**src/rtl/ahbl_serial_loader_if.sv**
```systemverilog
// AHB-Lite master-side bus bundle for the serial loader.
// The master modport is what the loader drives; the slave modport is the fabric/slave view.
interface ahbl_if #(
  parameter int unsigned W_ADDR = 32,
  parameter int unsigned W_DATA = 32
);
  logic              hready;
  logic              hresp;
  logic [W_ADDR-1:0] haddr;
  logic              hwrite;
  logic [1:0]        htrans;
  logic [2:0]        hsize;
  logic [2:0]        hburst;
  logic [3:0]        hprot;
  logic              hmastlock;
  logic [W_DATA-1:0] hwdata;
  logic [W_DATA-1:0] hrdata;

  modport master (
    input  hready, hresp, hrdata,
    output haddr, hwrite, htrans, hsize, hburst, hprot, hmastlock, hwdata
  );

  modport slave (
    output hready, hresp, hrdata,
    input  haddr, hwrite, htrans, hsize, hburst, hprot, hmastlock, hwdata
  );
endinterface

```
**src/rtl/ahbl_serial_loader.sv**
```systemverilog
// UART (8N1) command receiver that issues single-word AHB-Lite writes and
// controls a CPU hold line; 'W' + 4 addr + 4 data bytes (LE), 'G' release, 'H' hold.
module ahbl_serial_loader #(
  parameter int unsigned W_ADDR  = 32,
  parameter int unsigned W_DATA  = 32,
  parameter int unsigned CLK_DIV = 16
) (
  input  logic        clk,
  input  logic        rst,
  input  logic        rx,
  ahbl_if.master      ahblm,
  output logic        cpu_hold,
  output logic        err
);

  localparam int unsigned CW = $clog2(CLK_DIV);

  typedef enum logic [1:0] {RX_IDLE, RX_START, RX_DATA, RX_STOP} rx_state_t;
  typedef enum logic [2:0] {P_CMD, P_ADDR, P_DATA, P_BUS_A, P_BUS_D} p_state_t;

  // ---------------- receiver ----------------
  logic            rx_m, rxs, rxs_q;
  rx_state_t       rx_state, rx_state_n;
  logic [CW-1:0]   cnt, cnt_n;
  logic [2:0]      bitc, bitc_n;
  logic [7:0]      sh, sh_n;
  logic            stb, stb_n;
  logic            ferr, ferr_n;

  always_ff @(posedge clk) begin
    if (rst) begin
      rx_m     <= 1'b1;
      rxs      <= 1'b1;
      rxs_q    <= 1'b1;
      rx_state <= RX_IDLE;
      cnt      <= '0;
      bitc     <= '0;
      sh       <= '0;
      stb      <= 1'b0;
      ferr     <= 1'b0;
    end else begin
      rx_m     <= rx;
      rxs      <= rx_m;
      rxs_q    <= rxs;
      rx_state <= rx_state_n;
      cnt      <= cnt_n;
      bitc     <= bitc_n;
      sh       <= sh_n;
      stb      <= stb_n;
      ferr     <= ferr_n;
    end
  end

  always_comb begin
    rx_state_n = rx_state;
    cnt_n      = cnt + 1'b1;
    bitc_n     = bitc;
    sh_n       = sh;
    stb_n      = 1'b0;
    ferr_n     = 1'b0;
    case (rx_state)
      RX_IDLE: begin
        cnt_n = '0;
        if (rxs_q && !rxs) rx_state_n = RX_START;
      end
      RX_START: begin
        if (cnt == CW'(CLK_DIV/2 - 1)) begin
          cnt_n      = '0;
          bitc_n     = '0;
          rx_state_n = rxs ? RX_IDLE : RX_DATA;
        end
      end
      RX_DATA: begin
        if (cnt == CW'(CLK_DIV - 1)) begin
          cnt_n  = '0;
          sh_n   = {rxs, sh[7:1]};
          bitc_n = bitc + 1'b1;
          if (bitc == 3'd7) rx_state_n = RX_STOP;
        end
      end
      RX_STOP: begin
        if (cnt == CW'(CLK_DIV - 1)) begin
          cnt_n      = '0;
          rx_state_n = RX_IDLE;
          if (rxs) stb_n  = 1'b1;
          else     ferr_n = 1'b1;
        end
      end
      default: rx_state_n = RX_IDLE;
    endcase
  end

  // ---------------- byte buffer + parser ----------------
  p_state_t          p_state, p_state_n;
  logic [1:0]        bcnt, bcnt_n;
  logic              buf_full, buf_full_n;
  logic [7:0]        buf_data, buf_data_n;
  logic [31:0]       addr_sr, addr_sr_n;
  logic [31:0]       data_sr, data_sr_n;
  logic [W_ADDR-1:0] haddr_q, haddr_n;
  logic [W_DATA-1:0] hwdata_q, hwdata_n;
  logic              hold_n, err_n;
  logic              consume;

  always_ff @(posedge clk) begin
    if (rst) begin
      p_state  <= P_CMD;
      bcnt     <= '0;
      buf_full <= 1'b0;
      buf_data <= '0;
      addr_sr  <= '0;
      data_sr  <= '0;
      haddr_q  <= '0;
      hwdata_q <= '0;
      cpu_hold <= 1'b1;
      err      <= 1'b0;
    end else begin
      p_state  <= p_state_n;
      bcnt     <= bcnt_n;
      buf_full <= buf_full_n;
      buf_data <= buf_data_n;
      addr_sr  <= addr_sr_n;
      data_sr  <= data_sr_n;
      haddr_q  <= haddr_n;
      hwdata_q <= hwdata_n;
      cpu_hold <= hold_n;
      err      <= err_n;
    end
  end

  always_comb begin
    p_state_n  = p_state;
    bcnt_n     = bcnt;
    buf_data_n = buf_data;
    addr_sr_n  = addr_sr;
    data_sr_n  = data_sr;
    haddr_n    = haddr_q;
    hwdata_n   = hwdata_q;
    hold_n     = cpu_hold;
    err_n      = err;

    consume    = buf_full && (p_state == P_CMD || p_state == P_ADDR || p_state == P_DATA);
    buf_full_n = buf_full && !consume;

    // A strobe coinciding with a consume refills the just-emptied slot.
    if (stb) begin
      if (buf_full && !consume) begin
        err_n = 1'b1;
      end else begin
        buf_full_n = 1'b1;
        buf_data_n = sh;
      end
    end
    if (ferr) err_n = 1'b1;

    case (p_state)
      P_CMD: begin
        if (consume) begin
          case (buf_data)
            8'h57:   begin p_state_n = P_ADDR; bcnt_n = '0; end
            8'h47:   hold_n = 1'b0;
            8'h48:   hold_n = 1'b1;
            default: ;
          endcase
        end
      end
      P_ADDR: begin
        if (consume) begin
          addr_sr_n = {buf_data, addr_sr[31:8]};
          bcnt_n    = bcnt + 1'b1;
          if (bcnt == 2'd3) p_state_n = P_DATA;
        end
      end
      P_DATA: begin
        if (consume) begin
          data_sr_n = {buf_data, data_sr[31:8]};
          bcnt_n    = bcnt + 1'b1;
          if (bcnt == 2'd3) begin
            p_state_n = P_BUS_A;
            haddr_n   = W_ADDR'({addr_sr[31:2], 2'b00});
          end
        end
      end
      P_BUS_A: begin
        if (ahblm.hready) begin
          p_state_n = P_BUS_D;
          hwdata_n  = W_DATA'(data_sr);
        end
      end
      P_BUS_D: begin
        if (ahblm.hresp) err_n = 1'b1;
        if (ahblm.hready) p_state_n = P_CMD;
      end
      default: p_state_n = P_CMD;
    endcase

    // Framing errors resync the parser, but an in-flight bus transfer is
    // allowed to finish so the AHB protocol is never violated.
    if (ferr && (p_state == P_ADDR || p_state == P_DATA)) p_state_n = P_CMD;
  end

  assign ahblm.htrans    = (p_state == P_BUS_A) ? 2'b10 : 2'b00;
  assign ahblm.hwrite    = 1'b1;
  assign ahblm.haddr     = haddr_q;
  assign ahblm.hwdata    = hwdata_q;
  assign ahblm.hsize     = 3'b010;
  assign ahblm.hburst    = 3'b000;
  assign ahblm.hprot     = 4'b0011;
  assign ahblm.hmastlock = 1'b0;

  logic unused_ok;
  assign unused_ok = ^{ahblm.hrdata, addr_sr[1:0]};

endmodule

```
**src/flat_wrapper.sv**
```systemverilog
// flat-port wrapper written by rule: the top's interface ports become plain ports
module ahbl_serial_loader_flat 
#(
  parameter int unsigned W_ADDR  = 32,
  parameter int unsigned W_DATA  = 32,
  parameter int unsigned CLK_DIV = 16
)
  (clk, rst, rx, cpu_hold, err, ahblm_hready, ahblm_hresp, ahblm_hrdata, ahblm_haddr, ahblm_hwrite, ahblm_htrans, ahblm_hsize, ahblm_hburst, ahblm_hprot, ahblm_hmastlock, ahblm_hwdata);
  ahbl_if #(.W_ADDR(W_ADDR), .W_DATA(W_DATA)) ahblm_i ();
  input  logic clk;
  input  logic rst;
  input  logic rx;
  output logic cpu_hold;
  output logic err;
  input wire logic [$bits(ahblm_i.hready)-1:0] ahblm_hready;
  input wire logic [$bits(ahblm_i.hresp)-1:0] ahblm_hresp;
  input wire logic [$bits(ahblm_i.hrdata)-1:0] ahblm_hrdata;
  output wire logic [$bits(ahblm_i.haddr)-1:0] ahblm_haddr;
  output wire logic [$bits(ahblm_i.hwrite)-1:0] ahblm_hwrite;
  output wire logic [$bits(ahblm_i.htrans)-1:0] ahblm_htrans;
  output wire logic [$bits(ahblm_i.hsize)-1:0] ahblm_hsize;
  output wire logic [$bits(ahblm_i.hburst)-1:0] ahblm_hburst;
  output wire logic [$bits(ahblm_i.hprot)-1:0] ahblm_hprot;
  output wire logic [$bits(ahblm_i.hmastlock)-1:0] ahblm_hmastlock;
  output wire logic [$bits(ahblm_i.hwdata)-1:0] ahblm_hwdata;
  assign ahblm_i.hready = ahblm_hready;
  assign ahblm_i.hresp = ahblm_hresp;
  assign ahblm_i.hrdata = ahblm_hrdata;
  assign ahblm_haddr = ahblm_i.haddr;
  assign ahblm_hwrite = ahblm_i.hwrite;
  assign ahblm_htrans = ahblm_i.htrans;
  assign ahblm_hsize = ahblm_i.hsize;
  assign ahblm_hburst = ahblm_i.hburst;
  assign ahblm_hprot = ahblm_i.hprot;
  assign ahblm_hmastlock = ahblm_i.hmastlock;
  assign ahblm_hwdata = ahblm_i.hwdata;
  ahbl_serial_loader #(.W_ADDR(W_ADDR), .W_DATA(W_DATA), .CLK_DIV(CLK_DIV)) u_core (.clk(clk), .rst(rst), .rx(rx), .ahblm(ahblm_i), .cpu_hold(cpu_hold), .err(err));
endmodule
```
**config.mk**
```make
export PLATFORM = sky130hd
export DESIGN_NAME = ahbl_serial_loader_flat
export DESIGN_NICKNAME = d
export VERILOG_FILES = /design/src/rtl/ahbl_serial_loader_if.sv /design/src/rtl/ahbl_serial_loader.sv /design/src/flat_wrapper.sv
export SDC_FILE = /design/constraint.sdc
export NUM_CORES = 1
export LEC_CHECK = 0
export CORE_UTILIZATION = 45
export CTS_CLUSTER_SIZE = 28
export DETAILED_ROUTE_END_ITERATION = 8
export GPL_ROUTABILITY_DRIVEN = 1
export PLACE_DENSITY_LB_ADDON = 0.2
export SETUP_SLACK_MARGIN = 0.2
export SLEW_MARGIN = 20
export SYNTH_ARGS = -nofsm -noshare
export SYNTH_HDL_FRONTEND = slang
export SYNTH_SLANG_ARGS = --single-unit
```
**constraint.sdc**
```tcl
create_clock -name clk -period 5.1 [get_ports clk]
set_input_delay 0.765 -clock clk [delete_from_list [all_inputs] [get_ports clk]]
set_output_delay 0.765 -clock clk [all_outputs]
set_load 0.005 [all_outputs]
```
==> out/qor.txt <==
outcome = completed
total negative slack = 0 ns
port buffer count = 69
routed vias = 4,904
Layout area overhead = 20.9%
grt total ovfl = 0
WL met3 = 497 um
number of core rows = 42
commonest non-fill, non-tap cell in the layout = nand2_1
drt wl/cell = 12.8 um
final wirelength = 12.6 mm
yosys warns = 0
syn_area_per_cell = 8.10 sq um
H-Tree Depth = 4
drt drc = 0
Mapped Area = 0.00611 sq mm
Die Y = 118 um
post-cts resize count = 0
critical path type = register to output pin
largest net degree at the start of global routing = 94
GPL Wtd Cong = 0.813
layout cell share with drive strength beyond 1 = 0.0582
Filler cells = 1,242
full die area = 0.0140 sq mm
aggregate global-route resource usage = 0.190
post-synthesis cell type count = 44
reg2reg start = u_core.p_state[1]
Layout Nets = 839
Num Clock Sinks = 162
Worst setup EP type = output pin
max-slew violations = 0
cts bufs inserted = 17
antenna violations before repair = 0
diode count = 0
Hold WS = 0.416 ns
vias per cell = 4.99
initial core utilization = 0.461
Critical Path AT = 1.93 ns
Clock Skew = 0.00961 ns
Critical Path RT = 4.34 ns
WL met2 = 5.94 mm
post-layout instance area = 0.00739 sq mm
Cell Pwr Density = 348 mW/mm^2
final period utilization = 0.529
Worst Setup Start Kind = register
flops & latches, synth = 162
Tmin final = 2.70 ns
RSZ-0062 raised after global routing = false
Max FO, Critical Path = 10
worst-margin pin slew = 1.02 ns
drt pass-1 iters = 5
worst skew pair latency = 0.43 ns
worst hold start = u_core.rx_m
max-cap viol count = 0
Hold Vio Cnt, Final = 0
CTS Hold Bufs = 0
Starting DRT DRC Count = 381
met1 wire length = 6.00 mm
Worst Hold Class = register to register
CTS tree = built
clk root buf = clkbuf_16
I/O pin count = 117
Post-CTS Setup Inserts = 0
vias in the first global route = 4,617
placed cell area = 0.00678 sq mm
most frequent cells in the layout = 271 x nand2_1, 162 x dfxtp_1, 139 x a21oi_1
sequential cell area fraction in the yosys report = 0.531
LEAKAGE = 2.51 nW
critical path launch point = u_core.p_state[0]
Max Clk Rate = 371 MHz
peak supply drop = 0.150 mV
Core Box Area = 0.0132 sq mm
uppermost layer routed = met4
global-route wire length before repair = 21.6 mm
area of the multi-input gates = 0.00259 sq mm
post-route ant nets = 0
final setup fails = 0
dpl hpwl = 8.32 mm
Slew headroom = 0.322
Reg area = 0.00324 sq mm
Post-Syn Instances = 754
number of buffers on the longest clock path = 2
clock slew at reported path FFs = 0.06 ns
die width = 118 um
metrics by stage:
step / total power, mW / worst slack (ns) / cells / utilization
finish: 2.57 / 2.40 / 983 / 0.558
global route: 2.66 / 2.13 / 983 / 0.558
global placement: 1.35 / 2.40 / 950 / 0.512
floorplan: 1.35 / 3.39 / 767 / -
detailed placement: 1.35 / 2.40 / 950 / 0.512
CTS: 2.59 / 2.36 / 982 / 0.556
worst max-delay path, stage by stage, from the launching register on:
cell	delay, ns
dfxtp_1	0.54
and2b_1	0.28
and2_1	0.18
clkdlybuf4s50_1	0.50
area by class of cell:
type                       count  share of cell area
clock buffer                  20              0.0618
clock inverter                12              0.0178
inverter                       7             0.00356
multi-input combinational    533               0.350
sequential                   162               0.439
tap                          176              0.0298
timing repair buffer          73              0.0977
path summary, 6_finish.rpt:
path / depth (start not counted) / endpoint / slack (ns)
max: 3 / ahblm_htrans[1] / 2.40
min: 1 / u_core.rxs / 0.42
max reg2reg: 5 / u_core.ahblm.haddr[8] / 2.45
min reg2reg: 1 / u_core.rxs / 0.42
cells by family (layout without fill, tap and decap cells):
family	Yosys count	count (layout)	synth area share
compound gates	156	156	0.136
xor+xnor	3	3	0.00430
fa+ha+maj	8	8	0.0164
buf+inv	72	112	0.0580
flops	162	162	0.531
mux	12	12	0.0197
other cells	2	15	0.00123
simple gates	339	339	0.233
metal layers:
| metal | up-vias | global-route usage |
|---|---|---|
| li1 | 2535 | - |
| met2 | 90 | 0.301 |
| met1 | 2270 | 0.249 |
| met5 | - | 0 |
| met4 | 0 | 0.0823 |
| met3 | 9 | 0.0434 |
flip-flops by register name (all words and copies together), names as in the netlist, 2 cells and up, named ones only:
signal               cells
u_core.buf_data          8
u_core.p_state           3
u_core.ahblm.haddr      30
u_core.bcnt              2
u_core.bitc              3
u_core.data_sr          32
u_core.ahblm.hwdata     32
u_core.cnt               4
u_core.sh                8
u_core.addr_sr          30
power by group:
part	switching [mW]	leakage (nW)	internal, mW
sequential	0.00320	1.30	1.27
clock	0.502	0.279	0.747
combinational	0.0383	0.923	0.0151
cells in the mapped netlist, drive strengths merged:
library cell | n | area (sq um)
nor4bb | 3 | 30.0
nor2b | 1 | 6.26
and4b | 2 | 20.0
conb | 2 | 7.51
dfxtp | 162 | 3240
a211o | 2 | 17.5
a21oi | 139 | 696
a21o | 1 | 7.51
and2b | 1 | 7.51
or3 | 3 | 18.8
a31o | 1 | 8.76
nor4b | 2 | 17.5
nand3 | 4 | 20.0
nand4b | 2 | 17.5
a22oi | 2 | 15.0
ha | 8 | 100
and3 | 5 | 31.3
clkbuf | 32 | 120
o31ai | 1 | 7.51
nand4 | 2 | 12.5
buf | 33 | 208
a211oi | 1 | 7.51
nand2 | 271 | 1020
mux2i | 12 | 120
xnor2 | 2 | 17.5
a31oi | 1 | 6.26
nand2b | 4 | 25.0
and4 | 2 | 17.5
nor3b | 2 | 20.0
a41o | 1 | 10.0
and2 | 2 | 12.5
xor2 | 1 | 8.76
nand3b | 3 | 22.5
inv | 7 | 26.3
nor4 | 1 | 6.26
or2 | 3 | 18.8
a2111oi | 1 | 8.76
a311oi | 2 | 17.5
o21ai | 1 | 8.76
o211ai | 3 | 22.5
nor3 | 3 | 15.0
nor2 | 23 | 86.3
No activity file was read; power rests on OpenSTA's default activity.
